### src/rtl/booth_r4_mul_if.sv
// Start/done handshake bundle for booth_r4_mul: operands, mode, status and product.
interface booth_r4_mul_if #(
   parameter int WIDTH = 8
);
   logic               start;
   logic               sgn;
   logic [WIDTH-1:0]   A;
   logic [WIDTH-1:0]   B;
   logic               busy;
   logic               done;
   logic [2*WIDTH-1:0] outR;

   modport master (
      output start, sgn, A, B,
      input  busy, done, outR
   );

   modport slave (
      input  start, sgn, A, B,
      output busy, done, outR
   );
endinterface

### src/rtl/booth_r4_mul.sv
// Multi-cycle radix-4 Booth multiplier with runtime signed/unsigned mode.
// Two multiplier bits retire per cycle; the product is held until the next done.
module booth_r4_mul #(
   parameter int WIDTH = 8
) (
   input  logic          clk,
   input  logic          rst,
   booth_r4_mul_if.slave bus
);
   localparam int STEPS = WIDTH / 2 + 1;
   localparam int XW    = WIDTH + 2;
   localparam int CW    = $clog2(STEPS + 1);

   typedef enum logic [1:0] {IDLE = 2'd0, CALC = 2'd1, DONE = 2'd2} state_t;

   state_t             r_state;
   state_t             w_state_next;
   logic [XW-1:0]      r_m;
   logic [2*XW-1:0]    r_prod;
   logic               r_bm1;
   logic [CW-1:0]      r_cnt;
   logic               r_busy;
   logic               r_done;
   logic [2*WIDTH-1:0] r_outR;

   logic               w_last;
   logic               w_busy_next;
   logic               w_done_next;
   logic [XW-1:0]      w_a_ext;
   logic [XW-1:0]      w_b_ext;
   logic [2:0]         w_triplet;
   logic [XW:0]        w_m1;
   logic [XW:0]        w_m2;
   logic [XW:0]        w_hi;
   logic [XW:0]        w_addend;
   logic               w_neg;
   logic [XW:0]        w_sum;
   logic [2*XW-1:0]    w_prod_step;

   // Two extra bits let one datapath cover both signed and unsigned operands.
   assign w_a_ext = {{2{bus.sgn & bus.A[WIDTH-1]}}, bus.A};
   assign w_b_ext = {{2{bus.sgn & bus.B[WIDTH-1]}}, bus.B};
   assign w_last  = (r_cnt == CW'(STEPS));

   always_ff @(posedge clk) begin
      if (rst) begin
         r_state <= IDLE;
      end else begin
         r_state <= w_state_next;
      end
   end

   always_comb begin
      w_state_next = r_state;
      case (r_state)
         IDLE:    if (bus.start) w_state_next = CALC;
         CALC:    if (w_last) w_state_next = DONE;
         DONE:    w_state_next = IDLE;
         default: w_state_next = IDLE;
      endcase
   end

   always_comb begin
      w_busy_next = 1'b0;
      w_done_next = 1'b0;
      case (r_state)
         IDLE: w_busy_next = bus.start;
         CALC: begin
            w_busy_next = 1'b1;
            w_done_next = w_last;
         end
         default: begin
            w_busy_next = 1'b0;
            w_done_next = 1'b0;
         end
      endcase
   end

   // Booth recoding of the low multiplier pair plus the bit shifted out last step.
   assign w_triplet = {r_prod[1:0], r_bm1};
   assign w_m1      = {r_m[XW-1], r_m};
   assign w_m2      = {r_m, 1'b0};
   assign w_hi      = {r_prod[2*XW-1], r_prod[2*XW-1:XW]};

   always_comb begin
      w_addend = '0;
      w_neg    = 1'b0;
      case (w_triplet)
         3'b001, 3'b010: w_addend = w_m1;
         3'b011:         w_addend = w_m2;
         3'b100: begin
            w_addend = w_m2;
            w_neg    = 1'b1;
         end
         3'b101, 3'b110: begin
            w_addend = w_m1;
            w_neg    = 1'b1;
         end
         default: w_addend = '0;
      endcase
   end

   assign w_sum       = w_neg ? (w_hi - w_addend) : (w_hi + w_addend);
   assign w_prod_step = {w_sum[XW], w_sum, r_prod[XW-1:2]};

   always_ff @(posedge clk) begin
      if (rst) begin
         r_m    <= '0;
         r_prod <= '0;
         r_bm1  <= 1'b0;
         r_cnt  <= '0;
         r_busy <= 1'b0;
         r_done <= 1'b0;
         r_outR <= '0;
      end else begin
         r_busy <= w_busy_next;
         r_done <= w_done_next;
         if (r_state == IDLE && bus.start) begin
            r_m    <= w_a_ext;
            r_prod <= {{XW{1'b0}}, w_b_ext};
            r_bm1  <= 1'b0;
            r_cnt  <= '0;
         end else if (r_state == CALC) begin
            if (w_last) begin
               r_outR <= r_prod[2*WIDTH-1:0];
            end else begin
               r_prod <= w_prod_step;
               r_bm1  <= r_prod[1];
               r_cnt  <= r_cnt + CW'(1);
            end
         end
      end
   end

   assign bus.busy = r_busy;
   assign bus.done = r_done;
   assign bus.outR = r_outR;
endmodule
### src/flat_wrapper.sv
// flat-port wrapper written by rule: the top's interface ports become plain ports
module booth_r4_mul_flat 
#(
   parameter int WIDTH = 8
)
  (clk, rst, bus_start, bus_sgn, bus_A, bus_B, bus_busy, bus_done, bus_outR);
  booth_r4_mul_if #(.WIDTH(WIDTH)) bus_i ();
  input  logic clk;
  input  logic rst;
  input wire logic [$bits(bus_i.start)-1:0] bus_start;
  input wire logic [$bits(bus_i.sgn)-1:0] bus_sgn;
  input wire logic [$bits(bus_i.A)-1:0] bus_A;
  input wire logic [$bits(bus_i.B)-1:0] bus_B;
  output wire logic [$bits(bus_i.busy)-1:0] bus_busy;
  output wire logic [$bits(bus_i.done)-1:0] bus_done;
  output wire logic [$bits(bus_i.outR)-1:0] bus_outR;
  assign bus_i.start = bus_start;
  assign bus_i.sgn = bus_sgn;
  assign bus_i.A = bus_A;
  assign bus_i.B = bus_B;
  assign bus_busy = bus_i.busy;
  assign bus_done = bus_i.done;
  assign bus_outR = bus_i.outR;
  booth_r4_mul #(.WIDTH(WIDTH)) u_core (.clk(clk), .rst(rst), .bus(bus_i));
endmodule
### config.mk
export PLATFORM = sky130hd
export DESIGN_NAME = booth_r4_mul_flat
export DESIGN_NICKNAME = d
export VERILOG_FILES = /design/src/rtl/booth_r4_mul_if.sv /design/src/rtl/booth_r4_mul.sv /design/src/flat_wrapper.sv
export SDC_FILE = /design/constraint.sdc
export NUM_CORES = 1
export LEC_CHECK = 0
export ABC_AREA = 1
export BUFFER_PORTS_ARGS = -buffer_cell sky130_fd_sc_hd__buf_2
export CAP_MARGIN = 20
export CELL_PAD_IN_SITES_DETAIL_PLACEMENT = 0
export CELL_PAD_IN_SITES_GLOBAL_PLACEMENT = 1
export CORE_MARGIN = 1.5
export CORE_UTILIZATION = 38
export CTS_CLUSTER_DIAMETER = 50
export DETAILED_ROUTE_END_ITERATION = 10
export GPL_TIMING_DRIVEN = 1
export PLACE_DENSITY = 0.79
export SLEW_MARGIN = 20
export SYNTH_ARGS = -nofsm -noshare
export SYNTH_HDL_FRONTEND = slang
export SYNTH_SLANG_ARGS = --single-unit
### constraint.sdc
create_clock -name clk -period 2.9 [get_ports clk]
set_clock_uncertainty 0.1 [all_clocks]
set_input_delay 0.29 -clock clk [delete_from_list [all_inputs] [get_ports clk]]
set_output_delay 0.29 -clock clk [all_outputs]
set_load 0.01 [all_outputs]
* Word level (Yosys, flattened, before mapping)
Index checks and enable logic that the tools add are counted.
** Word-level totals
- Memory bits (read-only) :: 0
- Output and inout bits :: 18
- Memories :: 0
- Register bits after elaboration :: 52
- Logic and storage cells :: 50
- Bits in writable memories :: 0
- Bits in latches :: 0
** Cells by class
- Shift operators :: 0
- $add $sub $neg :: 3
- $lt $le $gt $ge :: 0
- Multiply operators :: 0
- Div/mod/pow operators :: 0
- Equal/unequal tests :: 11
- Bitwise gates (word level) :: 5
- Reductions and logical operators :: 12
- Multiplexer cells :: 10
** Operators by type and width (count)
- two-way mux 10 bit :: 3
- one-hot mux 11 bit (2 select lines) :: 1
- equality test 3 bit, second input constant :: 4
- adder 11 bit :: 1
- two-way mux 11 bit :: 1
- subtractor 11 bit :: 1
- equality test 3 x 2 -> 1 bit, second input constant :: 2
- AND reduction 2 bit :: 3
- OR reduction 2 bit :: 3
- two-way mux 2 bit :: 2
- inequality test 2 bit, second input constant :: 2
- one-hot mux 2 bit (2 select lines) :: 1
- OR reduction 4 bit :: 1
- adder 3 x 1 -> 3 bit, second input constant :: 1
- equality test 3 x 1 -> 1 bit, second input constant :: 1
- NOT 1 bit :: 3
- AND reduction 3 bit :: 1
- OR reduction 3 bit :: 1
- bitwise AND 1 bit :: 2
- equality test 2 x 1 -> 1 bit, second input constant :: 1
- logical NOT 2 bit :: 1
- inequality test 2 x 1 -> 1 bit, second input constant :: 1
- one-hot mux 1 bit (2 select lines) :: 1
- nonzero test 2 bit :: 1
- 2 further kinds :: 2

* Depth between registers and ports, before layout
- Depth after elaboration :: 8
- Mapped depth :: 22
- Mapped depth without buffers :: 22

* Least setup slack after synthesis
Ideal clock, no wire load.
- Kind :: flip-flop to flip-flop
- Start :: register u_core.r_bm1
- End :: register u_core.r_prod[15]
- Library setup time :: 0.114 ns
- Buffers on the path :: 1
- Arrival time :: 2.757 ns
- Slack :: -0.071 ns
- Data required time :: 2.686 ns
- Stages on the path, launching flop included :: 21
- Period minus slack after synthesis :: 2.971 ns
- Path through :: dfxtp_1 > inv_1 > ha_1 > clkbuf_1 > nand2_1 > nand2_1 > inv_1 > ha_1 > nand3_2 > nor2_2 > nor2_1 > xnor2_1 > ha_1 > a21oi_1 > o21ai_0 > a21oi_1 > nor2_1 > nor2_1 > xnor2_1 > o21bai_1 > inv_1
** Between the ends
- Word-level cells in the longest chain between the ends :: 5
- Elaborated cells between the ends (all ways) :: 14
- Classes of those cells :: 2 x add/sub; 6 x eq/ne; 3 x mux; 3 x reduce/logical
** Ends and longest elaborated chain
- start, declared :: line booth_r4_mul.sv:20 : logic r_bm1;
- start signal, assigned :: line booth_r4_mul.sv:128 : r_bm1 <= r_prod[1];
- equality test 3 x 1 -> 1 bit (tied with other cells) :: line booth_r4_mul.sv:88 : case (w_triplet)
- OR reduction 4 bit (no line) or OR reduction 2 bit (tied branches)
- one-hot mux 11 bit (2 select lines) :: line booth_r4_mul.sv:88
- adder 11 bit or subtractor 11 bit (tied branches) :: line booth_r4_mul.sv:103 : assign w_sum = w_neg ? (w_hi - w_addend) : (w_hi + w_addend);
- two-way mux 11 bit * :: line booth_r4_mul.sv:103
- end signal, assigned :: line booth_r4_mul.sv:120 : r_prod <= {{XW{1'b0}}, w_b_ext};
- end signal, assigned :: line booth_r4_mul.sv:127 : r_prod <= w_prod_step;
- end, declared :: line booth_r4_mul.sv:19 : logic [2*XW-1:0] r_prod;
Mark *: on every way between the ends. The rest lies on a longest branch, timed or not.
A chain may end at the register's enable or synchronous reset.

* Worst setup path in the final report
- Start :: register u_core.r_bm1
- End :: register, netlist name u_core.r_prod[18]
** Between the ends
- Word-level cells in the longest chain between the ends :: 5
- Elaborated cells between the ends (all ways) :: 14
- Classes of those cells :: 2 x add/sub; 6 x eq/ne; 3 x mux; 3 x reduce/logical
** Ends and longest elaborated chain (line)
- equality test 3 x 1 -> 1 bit (tied with other cells) :: booth_r4_mul.sv:88
- OR reduction 4 bit (no line) or OR reduction 2 bit (tied branches)
- one-hot mux 11 bit (2 select lines) :: booth_r4_mul.sv:88
- adder 11 bit or subtractor 11 bit (tied branches) :: booth_r4_mul.sv:103
- two-way mux 11 bit * :: booth_r4_mul.sv:103
Marked as above.

==> metrics.md <==
| Metric | Value |
|---|---|
| RR Endpoint | `u_core.r_prod[18]` |
| Placed instance area | `3380 um2` |
| DR top layer | `met4` |
| # rows | `31` |
| Post-Route WL | `7010 um` |
| Diodes inserted | `0` |
| Non-filler cells, final | `563` |
| Asr flop ratio synth | `0` |
| VDD IR max | `~0.26 mV` |
| Top cells by area, synth | `dfxtp_1, o21ai_0, ha_1` |
| Post-synthesis xor/xnor area fraction | `0.0467` |
| # DRC | `0` |
| Post-route minimum period | `approximately 3000 ps` |
| Mux cell area share after synthesis | `0` |
| Avg Synthesized Cell Area | `7.40 um2` |
| Area added between synthesis and finish | `34.6%` |
| R2R depth | `22` |
| Routed vias | `approximately 2,700` |
| Setup TNS | `-146 ps` |
| Hold_sp | `bus_A[0]` |
| Switching share of power | `0.371` |
| PnR Total Power | `between 2 and 2.5 mW` |
| Clock Sinks | `52` |
| Max incr delay on CP | `400 ps` |
| Clock latency on the worst-skew pair | `320 ps` |
| Placed insts | `540` |
| Reg-to-reg slack, setup | `-50 ps` |
| Setup CP Type | `flop to flop` |
| Met1 WL | `3350 um` |
| R2r startpoint | `u_core.r_bm1` |
| Hold Vio Cnt, Final | `0` |
| Num CTS Buffers | `5` |
| GRT Total Usage | `0.189` |
| Top-area cell type share of the netlist area | `0.370` |
| Failing checks | `negative setup slack` |
| Post-synth EDFFs | `0` |
| Die area | `about 8000 um2` |
| NetSw | `about 0.85 mW` |
| Most area-hungry cell type in the Yosys netlist | `dfxtp_1` |
| Largest net degree at the start of global routing | `30` |
| Initial DRC count | `88` |
| DRT Pass-1 Iters | `4` |
| Crit path max-delay family | `simple AND/OR/NAND/NOR gates` |
| Run status | `finished with violations` |
| Multi-input logic area | `1750 um2` |
| Max clock buf depth | `2` |
| CP Launch Type | `flop` |
| Ratio of cells with drive above 1 in the final layout | `0.334` |
| Max-cap viol count | `0` |
| Crit path required time | `3020 ps` |
| Fmax | `0.339 GHz` |
| Hold endpoint | `u_core.r_m[0]` |
| Routed vias/inst | `4.74` |
| Compound-Gate Fraction of Synth Area | `0.198` |
| Synthesized instance count | `380` |
| Total grt overflow | `0` |
| Hold WC Path Type | `input port to flop` |
| CP max stage cell | `dfxtp_4` |
| P_int | `between 1 and 1.5 mW` |
| Post-synth top flop | `dfxtp_1` |
| Die width | `89.0 um` |
| Post-detail-place hpwl | `a little over 5000 um` |
| Final Max Tran Viols | `0` |
| Number of I/O port buffers | `37` |
| Initial antenna violation count | `0` |
| FF+latch count, synth | `between 50 and 60` |
| # fillers | `735` |
| Worst Setup End Kind | `flop` |
| LEAKAGE | `~1.8 nW` |
| Seq/Total Area, Yosys | `0.370` |
| I/O pin cnt | `38` |
| Post-Synth Simple-Gate Area | `0.226` |
| Power per cell area | `608 nW/um2` |
| Slew Limit Headroom | `0.523` |
| # H-tree levels | `2` |
| Vias in the first global route | `2,520` |
| Sequential cell area | `1050 um2` |
| Largest family of logic cells by synthesized area | `simple AND/OR/NAND/NOR gates` |
| Detailed-route wire length per cell | `12.5 um` |
| Final Cycle Share | `1.02` |
| Endpoints failing setup | `4` |
| Reg power frac | `0.342` |
| Final ANT Viol Nets | `0` |
| Routability cong. | `0.959` |
| WP buf/inv | `2` |
| Synth Area in Adders | `0.0827` |
| Starting Density | `0.390` |
| Hold path depth | `3` |
| Worst slew pin tran | `715 ps` |
| WP data arrival | `roughly 3100 ps` |
| Critical Path Most Common Cell | `nor2_1` |
| Synth warnings | `0` |
| Met3 wire length | `roughly 180 um` |
| Core Area | `7210 um2` |
| Mapped cell area | `2810 um2` |
| Die height | `89.0 um` |
| Clock power share | `0.204` |
| Synth cell types | `34` |
| Crit path max fanout | `5` |
| Critical path, cell by cell | `inv_4 > ha_4 > nand2_4 > o21ai_2 > nand2_1 > nand2_2 > inv_2 > ha_4 > nand3_4 > nor2_4 > a31oi_1 > xor2_1 > ha_1 > nand2_1 > nor2_1 > nand3_1 > nand3_2 > nand3_2 > nand2_1 > nor2_1 > nor2_1 > nor2_1` |
| CTS tree | `yes` |
| Clk slew on worst S/H paths | `110 ps` |
| Final hold slack | `between 90 and 100 ps` |
| Gate power share | `0.454` |
| RSZ-0062 raised after global routing | `true` |
| First-pass GRT wire length | `11,700 um` |
| Final instance area | `3780 um2` |
| Mapped Nets | `418` |
| Slack of the critical path | `-51.3 ps` |
| Met2 WL post-DR | `3440 um` |
| Fin nets | `501` |
| Clk root buf | `clkbuf_8` |
[repair_timing]
action                     in CTS  in global routing
setup endpoints to repair       6                  7
setup buffers                  10                  5
pin swaps                      24                 24
hold buffers                    0                  0
gates resized for setup        22                 27
[layout by cell type, fill, tap and decap left out, types with 6 or more instances in the layout]
cell / instances
a21oi_1: 19
a21oi_2: 8
a221oi_1: 6
buf_2: 37
buf_4: 52
dfxtp_1: 50
ha_1: 13
inv_1: 36
nand2_1: 49
nand2_2: 8
nand2_4: 6
nand3_1: 9
nor2_1: 47
o21ai_0: 41
o21bai_1: 6
xnor2_1: 9
xor2_1: 6
[power by group through the flow]
stage / Combinational [mW] / Clock, mW / Sequential (mW)
floorplan: 0.561 / 0 / 0.792
global placement: 0.844 / 0 / 0.800
detailed placement: 0.843 / 0 / 0.800
CTS: 0.925 / 0.485 / 0.786
global route: 1.16 / 0.506 / 0.793
finish: 1.04 / 0.469 / 0.787
[how the worst max path moves through the flow]
stage                                 from  cells after the start  slack [ps]           endpoint
after global placement        u_core.r_bm1                     18        -130  u_core.r_prod[18]
final                         u_core.r_bm1                     22         -50  u_core.r_prod[18]
after CTS                 u_core.r_prod[0]                     20         -50  u_core.r_prod[18]
after detailed placement      u_core.r_bm1                     18        -170  u_core.r_prod[18]
after floorplan           u_core.r_prod[0]                     19          10  u_core.r_prod[16]
after global routing          u_core.r_bm1                     20        -340  u_core.r_prod[18]
[registers in the layout, indices dropped and copies added (netlist names)]
signal	count
u_core.r_m	9
u_core.bus.done	1
u_core.bus.busy	1
u_core.r_prod	19
u_core.r_state	2
u_core.r_bm1	1
u_core.r_cnt	3
u_core.bus.outR	16
[synthesized netlist by cell type (2+ instances only)]
library cell and n:
or2_2 2, nand2_1 56, nand3_2 4, a221oi_1 6, o21ai_0 45, clkbuf_1 13
xor2_1 6, nand2_4 2, o211ai_1 3, a21oi_1 26, nand2_2 5, ha_1 17
nand3_1 10, dfxtp_1 52, a21o_1 2, buf_2 2, a31oi_1 4, nor2_2 5
nor2_1 51, inv_1 40, xnor2_1 9, o21bai_1 6, nand4_1 3
[per-stage QoR]
step	worst slack [ps]	utilization
3_5_place_dp	-171	0.468
5_1_grt	-339	0.525
6_report	-51.3	0.525
4_1_cts	-45.0	0.506
3_3_place_gp	-127	0.468
2_1_floorplan	11.4	-
[tightest hold or removal path: cells and delay by family]
family,cells,cell delay (ps)
buf+inv,1,70
simple gates,2,110
[metal layers]
layer | track usage | up-vias
met5 | 0 | -
met4 | 0.0545 | 0
met3 | 0.0286 | 4
met2 | 0.326 | 41
met1 | 0.245 | 1207
li1 | - | 1418
[final cells by class]
class | instances | share of cell area
clock inverters | 3 | 0.00893
flip-flops and latches | 52 | 0.276
well taps | 99 | 0.0327
inverters | 42 | 0.0436
clock buffers | 5 | 0.0182
repair buffers | 91 | 0.158
multi-input cells | 271 | 0.462
[cells by family after synthesis]
logic type / Yosys count
simple gates: 141
compound gates: 97
buf+inv: 57
flops: 52
fa+ha+maj: 18
xor+xnor: 15
(Power assumes the default switching activity.)
